### src/rtl/mc_alu_pkg.sv
// mc_alu_pkg: shared types and constants for the multi-cycle ALU.
//   op_e     - 3-bit operation encoding (OP_ADD .. OP_MUL)
//   state_e  - control FSM states (IDLE / MUL / DONE)
//   FLAG_*   - bit positions inside out_flags
package mc_alu_pkg;

   typedef enum logic [2:0] {
      OP_ADD = 3'b000,
      OP_NEG = 3'b001,
      OP_AND = 3'b010,
      OP_XOR = 3'b011,
      OP_SLL = 3'b100,
      OP_SRL = 3'b101,
      OP_SRA = 3'b110,
      OP_MUL = 3'b111
   } op_e;

   typedef enum logic [1:0] {
      ST_IDLE = 2'b00,
      ST_MUL  = 2'b01,
      ST_DONE = 2'b10
   } state_e;

   localparam int FLAG_ZERO  = 0;
   localparam int FLAG_SIGN  = 1;
   localparam int FLAG_CARRY = 2;

endpackage

### src/rtl/mc_alu_mul.sv
// mc_alu_mul: iterative unsigned shift-add multiplier, one multiplier bit per cycle.
// Ports:
//   clk       - rising-edge clock
//   rst_n     - synchronous active-low reset (aborts a running multiply)
//   start_i   - load operands and begin; takes WIDTH further cycles
//   a_i, b_i  - multiplicand / multiplier
//   done_o    - high during the final iteration cycle
//   product_o - 2*WIDTH product; valid in the cycle done_o is high (includes
//               the final partial sum, so the caller can register it that edge)
module mc_alu_mul
   import mc_alu_pkg::*;
#(
   parameter int WIDTH = 32
) (
   input  logic               clk,
   input  logic               rst_n,
   input  logic               start_i,
   input  logic [WIDTH-1:0]   a_i,
   input  logic [WIDTH-1:0]   b_i,
   output logic               done_o,
   output logic [2*WIDTH-1:0] product_o
);

   localparam int CW = $clog2(WIDTH);

   logic [2*WIDTH-1:0] acc_q, acc_d;
   logic [2*WIDTH-1:0] mcand_q, mcand_d;
   logic [WIDTH-1:0]   mplier_q, mplier_d;
   logic [CW-1:0]      cnt_q, cnt_d;
   logic               run_q, run_d;
   logic [2*WIDTH-1:0] sum_s;

   // Accumulate the shifted multiplicand when the current multiplier bit is set.
   always_comb begin
      sum_s = acc_q + (mplier_q[0] ? mcand_q : {(2*WIDTH){1'b0}});
   end

   // Iteration control: load on start, step while running, stop after WIDTH steps.
   always_comb begin
      acc_d    = acc_q;
      mcand_d  = mcand_q;
      mplier_d = mplier_q;
      cnt_d    = cnt_q;
      run_d    = run_q;
      if (start_i) begin
         acc_d    = {(2*WIDTH){1'b0}};
         mcand_d  = {{WIDTH{1'b0}}, a_i};
         mplier_d = b_i;
         cnt_d    = {CW{1'b0}};
         run_d    = 1'b1;
      end else if (run_q) begin
         acc_d    = sum_s;
         mcand_d  = mcand_q << 1;
         mplier_d = mplier_q >> 1;
         cnt_d    = cnt_q + {{(CW-1){1'b0}}, 1'b1};
         if (cnt_q == CW'(WIDTH-1)) begin
            run_d = 1'b0;
         end else begin
            run_d = 1'b1;
         end
      end else begin
         run_d = 1'b0;
      end
   end

   // Multiplier state registers.
   always_ff @(posedge clk) begin
      if (!rst_n) begin
         acc_q    <= {(2*WIDTH){1'b0}};
         mcand_q  <= {(2*WIDTH){1'b0}};
         mplier_q <= {WIDTH{1'b0}};
         cnt_q    <= {CW{1'b0}};
         run_q    <= 1'b0;
      end else begin
         acc_q    <= acc_d;
         mcand_q  <= mcand_d;
         mplier_q <= mplier_d;
         cnt_q    <= cnt_d;
         run_q    <= run_d;
      end
   end

   assign done_o    = run_q && (cnt_q == CW'(WIDTH-1));
   assign product_o = sum_s;

endmodule

### src/rtl/mc_alu.sv
// mc_alu: multi-cycle ALU with valid/ready handshakes on input and output.
// Optional feature macro: MC_ALU_MUL_EN (iterative multiplier for op 111).
// Ports:
//   clk, rst_n          - rising-edge clock, synchronous active-low reset
//   in_valid / in_ready - input handshake; operands captured on the accept edge
//   in_a, in_b, op      - operands and 3-bit op (see mc_alu_pkg::op_e)
//   out_valid/out_ready - output handshake; result held until accepted
//   out_result          - registered result
//   out_flags           - [0] zero, [1] sign, [2] carry/overflow
//   busy                - high while the multiplier iterates
module mc_alu
   import mc_alu_pkg::*;
#(
   parameter int WIDTH = 32
) (
   input  logic             clk,
   input  logic             rst_n,
   input  logic             in_valid,
   output logic             in_ready,
   input  logic [WIDTH-1:0] in_a,
   input  logic [WIDTH-1:0] in_b,
   input  logic [2:0]       op,
   output logic             out_valid,
   input  logic             out_ready,
   output logic [WIDTH-1:0] out_result,
   output logic [2:0]       out_flags,
   output logic             busy
);

   localparam int SW = $clog2(WIDTH);
   localparam logic [WIDTH-1:0] ONE = {{(WIDTH-1){1'b0}}, 1'b1};

   state_e           state_q, state_d;
   logic [WIDTH-1:0] result_q, result_d;
   logic [2:0]       flags_q, flags_d;
   op_e              op_s;
   logic             accept_s;
   logic [WIDTH:0]   sum_s;
   logic [SW-1:0]    shamt_s;
   logic [WIDTH-1:0] alu_res_s;
   logic             alu_carry_s;

   assign op_s     = op_e'(op);
   assign accept_s = (state_q == ST_IDLE) && in_valid;
   assign sum_s    = {1'b0, in_a} + {1'b0, in_b};
   assign shamt_s  = in_b[SW-1:0];

`ifdef MC_ALU_MUL_EN
   logic               mul_start_s;
   logic               mul_done_s;
   logic [2*WIDTH-1:0] mul_prod_s;

   assign mul_start_s = accept_s && (op_s == OP_MUL);

   mc_alu_mul #(.WIDTH(WIDTH)) u_mul (
      .clk       (clk),
      .rst_n     (rst_n),
      .start_i   (mul_start_s),
      .a_i       (in_a),
      .b_i       (in_b),
      .done_o    (mul_done_s),
      .product_o (mul_prod_s)
   );
`endif

   // Single-cycle operations evaluated directly on the presented operands.
   always_comb begin
      alu_res_s   = {WIDTH{1'b0}};
      alu_carry_s = 1'b0;
      case (op_s)
         OP_ADD: begin
            alu_res_s   = sum_s[WIDTH-1:0];
            alu_carry_s = sum_s[WIDTH];
         end
         OP_NEG:  alu_res_s = ~in_b + ONE;
         OP_AND:  alu_res_s = in_a & in_b;
         OP_XOR:  alu_res_s = in_a ^ in_b;
         OP_SLL:  alu_res_s = in_a << shamt_s;
         OP_SRL:  alu_res_s = in_a >> shamt_s;
         OP_SRA:  alu_res_s = $signed(in_a) >>> shamt_s;
         // Without the multiplier op 111 yields 0; with it, this value is
         // overwritten when the multiply finishes.
         OP_MUL:  alu_res_s = {WIDTH{1'b0}};
         default: alu_res_s = {WIDTH{1'b0}};
      endcase
   end

   // Next-state logic of the control FSM.
   always_comb begin
      state_d = state_q;
      case (state_q)
         ST_IDLE: begin
            if (in_valid) begin
`ifdef MC_ALU_MUL_EN
               if (op_s == OP_MUL) begin
                  state_d = ST_MUL;
               end else begin
                  state_d = ST_DONE;
               end
`else
               state_d = ST_DONE;
`endif
            end else begin
               state_d = ST_IDLE;
            end
         end
         ST_MUL: begin
`ifdef MC_ALU_MUL_EN
            if (mul_done_s) begin
               state_d = ST_DONE;
            end else begin
               state_d = ST_MUL;
            end
`else
            state_d = ST_IDLE;
`endif
         end
         ST_DONE: begin
            if (out_ready) begin
               state_d = ST_IDLE;
            end else begin
               state_d = ST_DONE;
            end
         end
         default: state_d = ST_IDLE;
      endcase
   end

   // Result/flag capture: on accept for single-cycle ops, on the last multiply step.
   always_comb begin
      result_d = result_q;
      flags_d  = flags_q;
      if (accept_s) begin
         result_d              = alu_res_s;
         flags_d[FLAG_ZERO]    = (alu_res_s == {WIDTH{1'b0}});
         flags_d[FLAG_SIGN]    = alu_res_s[WIDTH-1];
         flags_d[FLAG_CARRY]   = alu_carry_s;
      end
`ifdef MC_ALU_MUL_EN
      else if ((state_q == ST_MUL) && mul_done_s) begin
         result_d              = mul_prod_s[WIDTH-1:0];
         flags_d[FLAG_ZERO]    = (mul_prod_s[WIDTH-1:0] == {WIDTH{1'b0}});
         flags_d[FLAG_SIGN]    = mul_prod_s[WIDTH-1];
         flags_d[FLAG_CARRY]   = |mul_prod_s[2*WIDTH-1:WIDTH];
      end
`endif
      else begin
         result_d = result_q;
         flags_d  = flags_q;
      end
   end

   // State and output registers.
   always_ff @(posedge clk) begin
      if (!rst_n) begin
         state_q  <= ST_IDLE;
         result_q <= {WIDTH{1'b0}};
         flags_q  <= 3'b000;
      end else begin
         state_q  <= state_d;
         result_q <= result_d;
         flags_q  <= flags_d;
      end
   end

   // Handshake/status outputs decoded from the registered state.
   always_comb begin
      in_ready   = (state_q == ST_IDLE);
      out_valid  = (state_q == ST_DONE);
      busy       = (state_q == ST_MUL);
      out_result = result_q;
      out_flags  = flags_q;
   end

endmodule

### config.mk
export PLATFORM = sky130hd
export DESIGN_NAME = mc_alu
export DESIGN_NICKNAME = d
export VERILOG_FILES = /design/src/rtl/mc_alu_pkg.sv /design/src/rtl/mc_alu_mul.sv /design/src/rtl/mc_alu.sv
export SDC_FILE = /design/constraint.sdc
export NUM_CORES = 1
export LEC_CHECK = 0
export ABC_AREA = 1
export CAP_MARGIN = 40
export CORE_UTILIZATION = 60
export DETAILED_ROUTE_END_ITERATION = 16
export GPL_TIMING_DRIVEN = 0
export PLACE_DENSITY = 0.85
export REMOVE_ABC_BUFFERS = 1
export SLEW_MARGIN = 10
export SYNTH_ARGS = -nofsm -noshare
export SYNTH_HDL_FRONTEND = slang
export SYNTH_SLANG_ARGS = --single-unit
export TNS_END_PERCENT = 100
### constraint.sdc
create_clock -name clk -period 4.9 [get_ports clk]
set_clock_uncertainty 0.15 [all_clocks]
set_input_delay 0.49 -clock clk [delete_from_list [all_inputs] [get_ports clk]]
set_output_delay 0.49 -clock clk [all_outputs]
set_load 0.05 [all_outputs]
==> run_results.csv <==
group,metric,value,unit
outcome,status,"complete, no violations",
layout,antenna_cells,0,
worst_setup_path,crit_fanout,36,
synth,synthCells,1919,
floorplan,dieArea,0.0161,mm2
sta,finalCritPeriodShare,0.842,
routing,firstDrtPassIters,7,
global_routing,grt-ovfl-total,0,
synth,synth_edf_count,0,
worst_hold_path,worstHoldEndpoint,"out_flags[0]$_SDFFE_PN0P_",
clocking,cts_sinks,35,
global_routing,gr-usage-all-layers,0.504,
synth,ys.flop_type,"dfxtp_1",
clocking,numCtsBuffers,5,
sta,slew_violations,0,
placement,pre_cts_ws,0.792,ns
floorplan,start_util,0.615,
synth,yosysTopAreaCellShare,0.290,
worst_setup_path,end_kind,"flop",
layout,nFillCells,1493,
sta,rsz0062_at_grt,"false",
synth,yosysUniqueCellTypes,48,
synth,yosysTopAreaCell,"nand2_1",
worst_setup_path,critPathKind,"in2reg",
clocking,cts_hold_buf,0,
placement,placed_area,0.0105,mm2
placement,globalplace.congestion,1.07,
sta,timing.slew.headroom,0.381,
run,cap_violations,0,
placement,dpl.hpwl,31800,um
floorplan,fp.dieH,127,um
routing,ant_nets,0,
routing,routed_wl,40700,um
layout,areaGrowthSynthToFinish,12.9,%
synth,synth_area,0.00939,mm2
routing,drt_iter0_markers,2343,
routing,drc_errors,0,
floorplan,coreArea,0.0153,mm2
worst_setup_path,reg2reg_to,"out_flags[2]$_SDFFE_PN0P_",
clocking,clk_path_buf_depth,2,
clocking,h-tree-depth,2,
clocking,cts_setup_buffers,0,
synth,avgSynthCellArea,4.89,um2
floorplan,io-pin-count,109,
worst_setup_path,required,4.96,ns
routing,viasPerCell,6.22,
power_and_ir_drop,irDropWorstVdd,277,uV
global_routing,grt_pass1_vias,12100,
routing,num_vias,13500,
placement,io_buffers,107,
global_routing,grt_pass1_wl,63300,um
synth,synth_seq_cells,35,
global_routing,antenna_found_initial,0,
sta,finalSetupViolCount,0,
clocking,clockRootBuffer,"clkbuf_16",
sta,tightest_slew,0.925,ns
worst_setup_path,arrival,4.19,ns
synth,yosys-top-cells-area,"nand2_1, nand3_1, inv_1",
clocking,insertion_delay,0.29,ns
power_and_ir_drop,p_per_area,171,mW/mm2
global_routing,grt_max_degree,56,
clocking,cts.clk_slew.worst_paths,0.05,ns
synth,async_flop_share,0,
sta,finalCriticalPeriod,4.13,ns
synth,yosys_warnings,0,
worst_setup_path,worstReg2RegStart,"state_q[1]$_SDFF_PN0_",
layout,drive_gt1_frac,0.0433,
layout,nets,2070,
floorplan,num_rows,45,
power_and_ir_drop,leakagePower,5.58,nW
worst_setup_path,r2r_cells,6,
sta,setup_slack,0.772,ns
layout,finalInstanceArea,0.0106,mm2
routing,routedWlPerCell,18.7,um
worst_setup_path,start_kind,"primary input",
clocking,cts-resized-gates,0,
sta,finalHoldViolCount,0,
floorplan,die_x,127,um
worst_hold_path,hp-start,"out_flags[0]$_SDFFE_PN0P_",
synth,seq_area_frac_synth,0.0746,
worst_setup_path,r2r_slack,3.09,ns
sta,max_clock_freq,242,MHz
clocking,cts_tree,"yes",
worst_hold_path,min_path_type,"reg2reg",
worst_hold_path,whs_path_depth,2,
==> state kept, by name, summed over array words and instances (netlist names) <==
| register | cells |
|---|---|
| out_flags | 3 |
| state_q | 1 |
| out_result | 31 |
==> worst max-delay path, cell delays in order <==
cell,delay [ns]
buf_2,0.67
inv_2,0.56
nor2_2,0.76
nand3_1,0.26
nand3_1,0.18
nand3_1,0.09
nand2_1,0.12
nand2_1,0.08
nor2_1,0.19
nand2_1,0.07
nor2_1,0.10
nand2_1,0.06
nor2_1,0.26
nand3_1,0.12
a21oi_1,0.14
==> report_power, final <==
part	internal (W)	total, W	switching (W)
Sequential	0.000309	0.000323	0.0000137
Combinational	0.000360	0.00118	0.000819
Clock	0.000188	0.000314	0.000126
Total	0.000857	0.00182	0.000958
==> cell families (layout without fill, tap and decap cells) <==
| family | count (synthesis) | count (layout) | synth area share |
|---|---|---|---|
| simple gates | 1347 | 1347 | 0.618 |
| buf+inv | 294 | 340 | 0.130 |
| fa+ha+maj | 35 | 35 | 0.0475 |
| compound gates | 204 | 204 | 0.127 |
| other cells | 1 | 1 | 0.000400 |
| flops | 35 | 35 | 0.0746 |
| xor+xnor | 3 | 3 | 0.00280 |
==> synthesized netlist by cell type (all sizes together), types with 6 or more instances <==
master and count:
nand2 756, nand3 341, inv 213, nor2 198, a21oi 80, o21ai 59, buf 55, dfxtp 35
ha 34, o211ai 30, clkbuf 23, nand4 17, nor3 15, and2 9, o22ai 7, nand3b 6
o21a 6
==> worst max path at each step <==
stage | start | to | slack, ns | depth (start not counted)
finish | in_b[3] | out_flags[0]$_SDFFE_PN0P_ | 0.77 | 15
global route | in_b[1] | out_flags[0]$_SDFFE_PN0P_ | 0.66 | 21
CTS | in_b[3] | out_flags[0]$_SDFFE_PN0P_ | 1.07 | 15
detailed placement | in_b[3] | out_flags[0]$_SDFFE_PN0P_ | 0.79 | 15
global placement | in_b[1] | out_flags[0]$_SDFFE_PN0P_ | -1.58 | 20
floorplan | in_b[1] | out_flags[0]$_SDFFE_PN0P_ | 1.92 | 17
==> routing by layer <==
| layer | global-route usage | vias up | share of wire |
|---|---|---|---|
| met4 | 0.317 | 0 | 0.071 |
| li1 | - | 6307 | - |
| met5 | 0 | - | 0 |
| met3 | 0.110 | 211 | 0.14 |
| met2 | 0.792 | 1064 | 0.43 |
| met1 | 0.628 | 5957 | 0.36 |
==> per-stage QoR <==
step                TNS, ns  hold WS, ns  power, W   util  std cells
global placement     -29.26        0.303   0.00142  0.676       2159
finish                    0        0.336   0.00182  0.695       2176
CTS                       0        0.337   0.00176  0.695       2176
floorplan                 0        0.458   0.00104      -       1841
detailed placement        0        0.314   0.00145  0.686       2168
global route              0        0.340   0.00192  0.695       2176
==> area by class of cell <==
| cell class | instances | area (um2) | share of cell area |
|---|---|---|---|
| timing repair buffer | 116 | 1210 | 0.114 |
| sequential | 35 | 701 | 0.0661 |
| tap | 211 | 264 | 0.0249 |
| clock buffer | 7 | 133 | 0.0125 |
| multi-input combinational | 1590 | 7470 | 0.705 |
| clock inverter | 1 | 5.00 | 0.000472 |
| inverter | 216 | 816 | 0.0770 |
==> placed cells by master (no fill, tap or decap), types with 3 or more instances in the layout <==
| cell type | synthesis | routed |
|---|---|---|
| nor3_1 | 13 | 13 |
| clkinv_1 | 3 | 3 |
| o22ai_1 | 7 | 7 |
| nor2_1 | 187 | 187 |
| nand4_1 | 17 | 17 |
| clkbuf_16 | 0 | 5 |
| a22oi_1 | 3 | 3 |
| nand3_2 | 6 | 6 |
| o211ai_1 | 30 | 30 |
| dfxtp_1 | 35 | 35 |
| a221oi_1 | 4 | 4 |
| inv_2 | 10 | 11 |
| ha_1 | 34 | 34 |
| a31oi_1 | 3 | 3 |
| o21bai_1 | 3 | 3 |
| xor2_1 | 3 | 3 |
| nor2_2 | 5 | 5 |
| nor2_4 | 4 | 4 |
| nand2_2 | 28 | 28 |
| o21ai_1 | 12 | 12 |
| nand3_1 | 335 | 335 |
| nand2_1 | 726 | 726 |
| nand3b_1 | 6 | 6 |
| clkdlybuf4s50_1 | 0 | 102 |
| o221ai_1 | 4 | 4 |
| o21ai_0 | 47 | 47 |
| and2_1 | 9 | 9 |
| a21oi_1 | 78 | 78 |
| a211oi_1 | 3 | 3 |
| buf_12 | 0 | 3 |
| buf_2 | 37 | 5 |
| inv_1 | 201 | 200 |
| o21a_1 | 6 | 6 |
No activity file was read; power rests on OpenSTA's default activity.
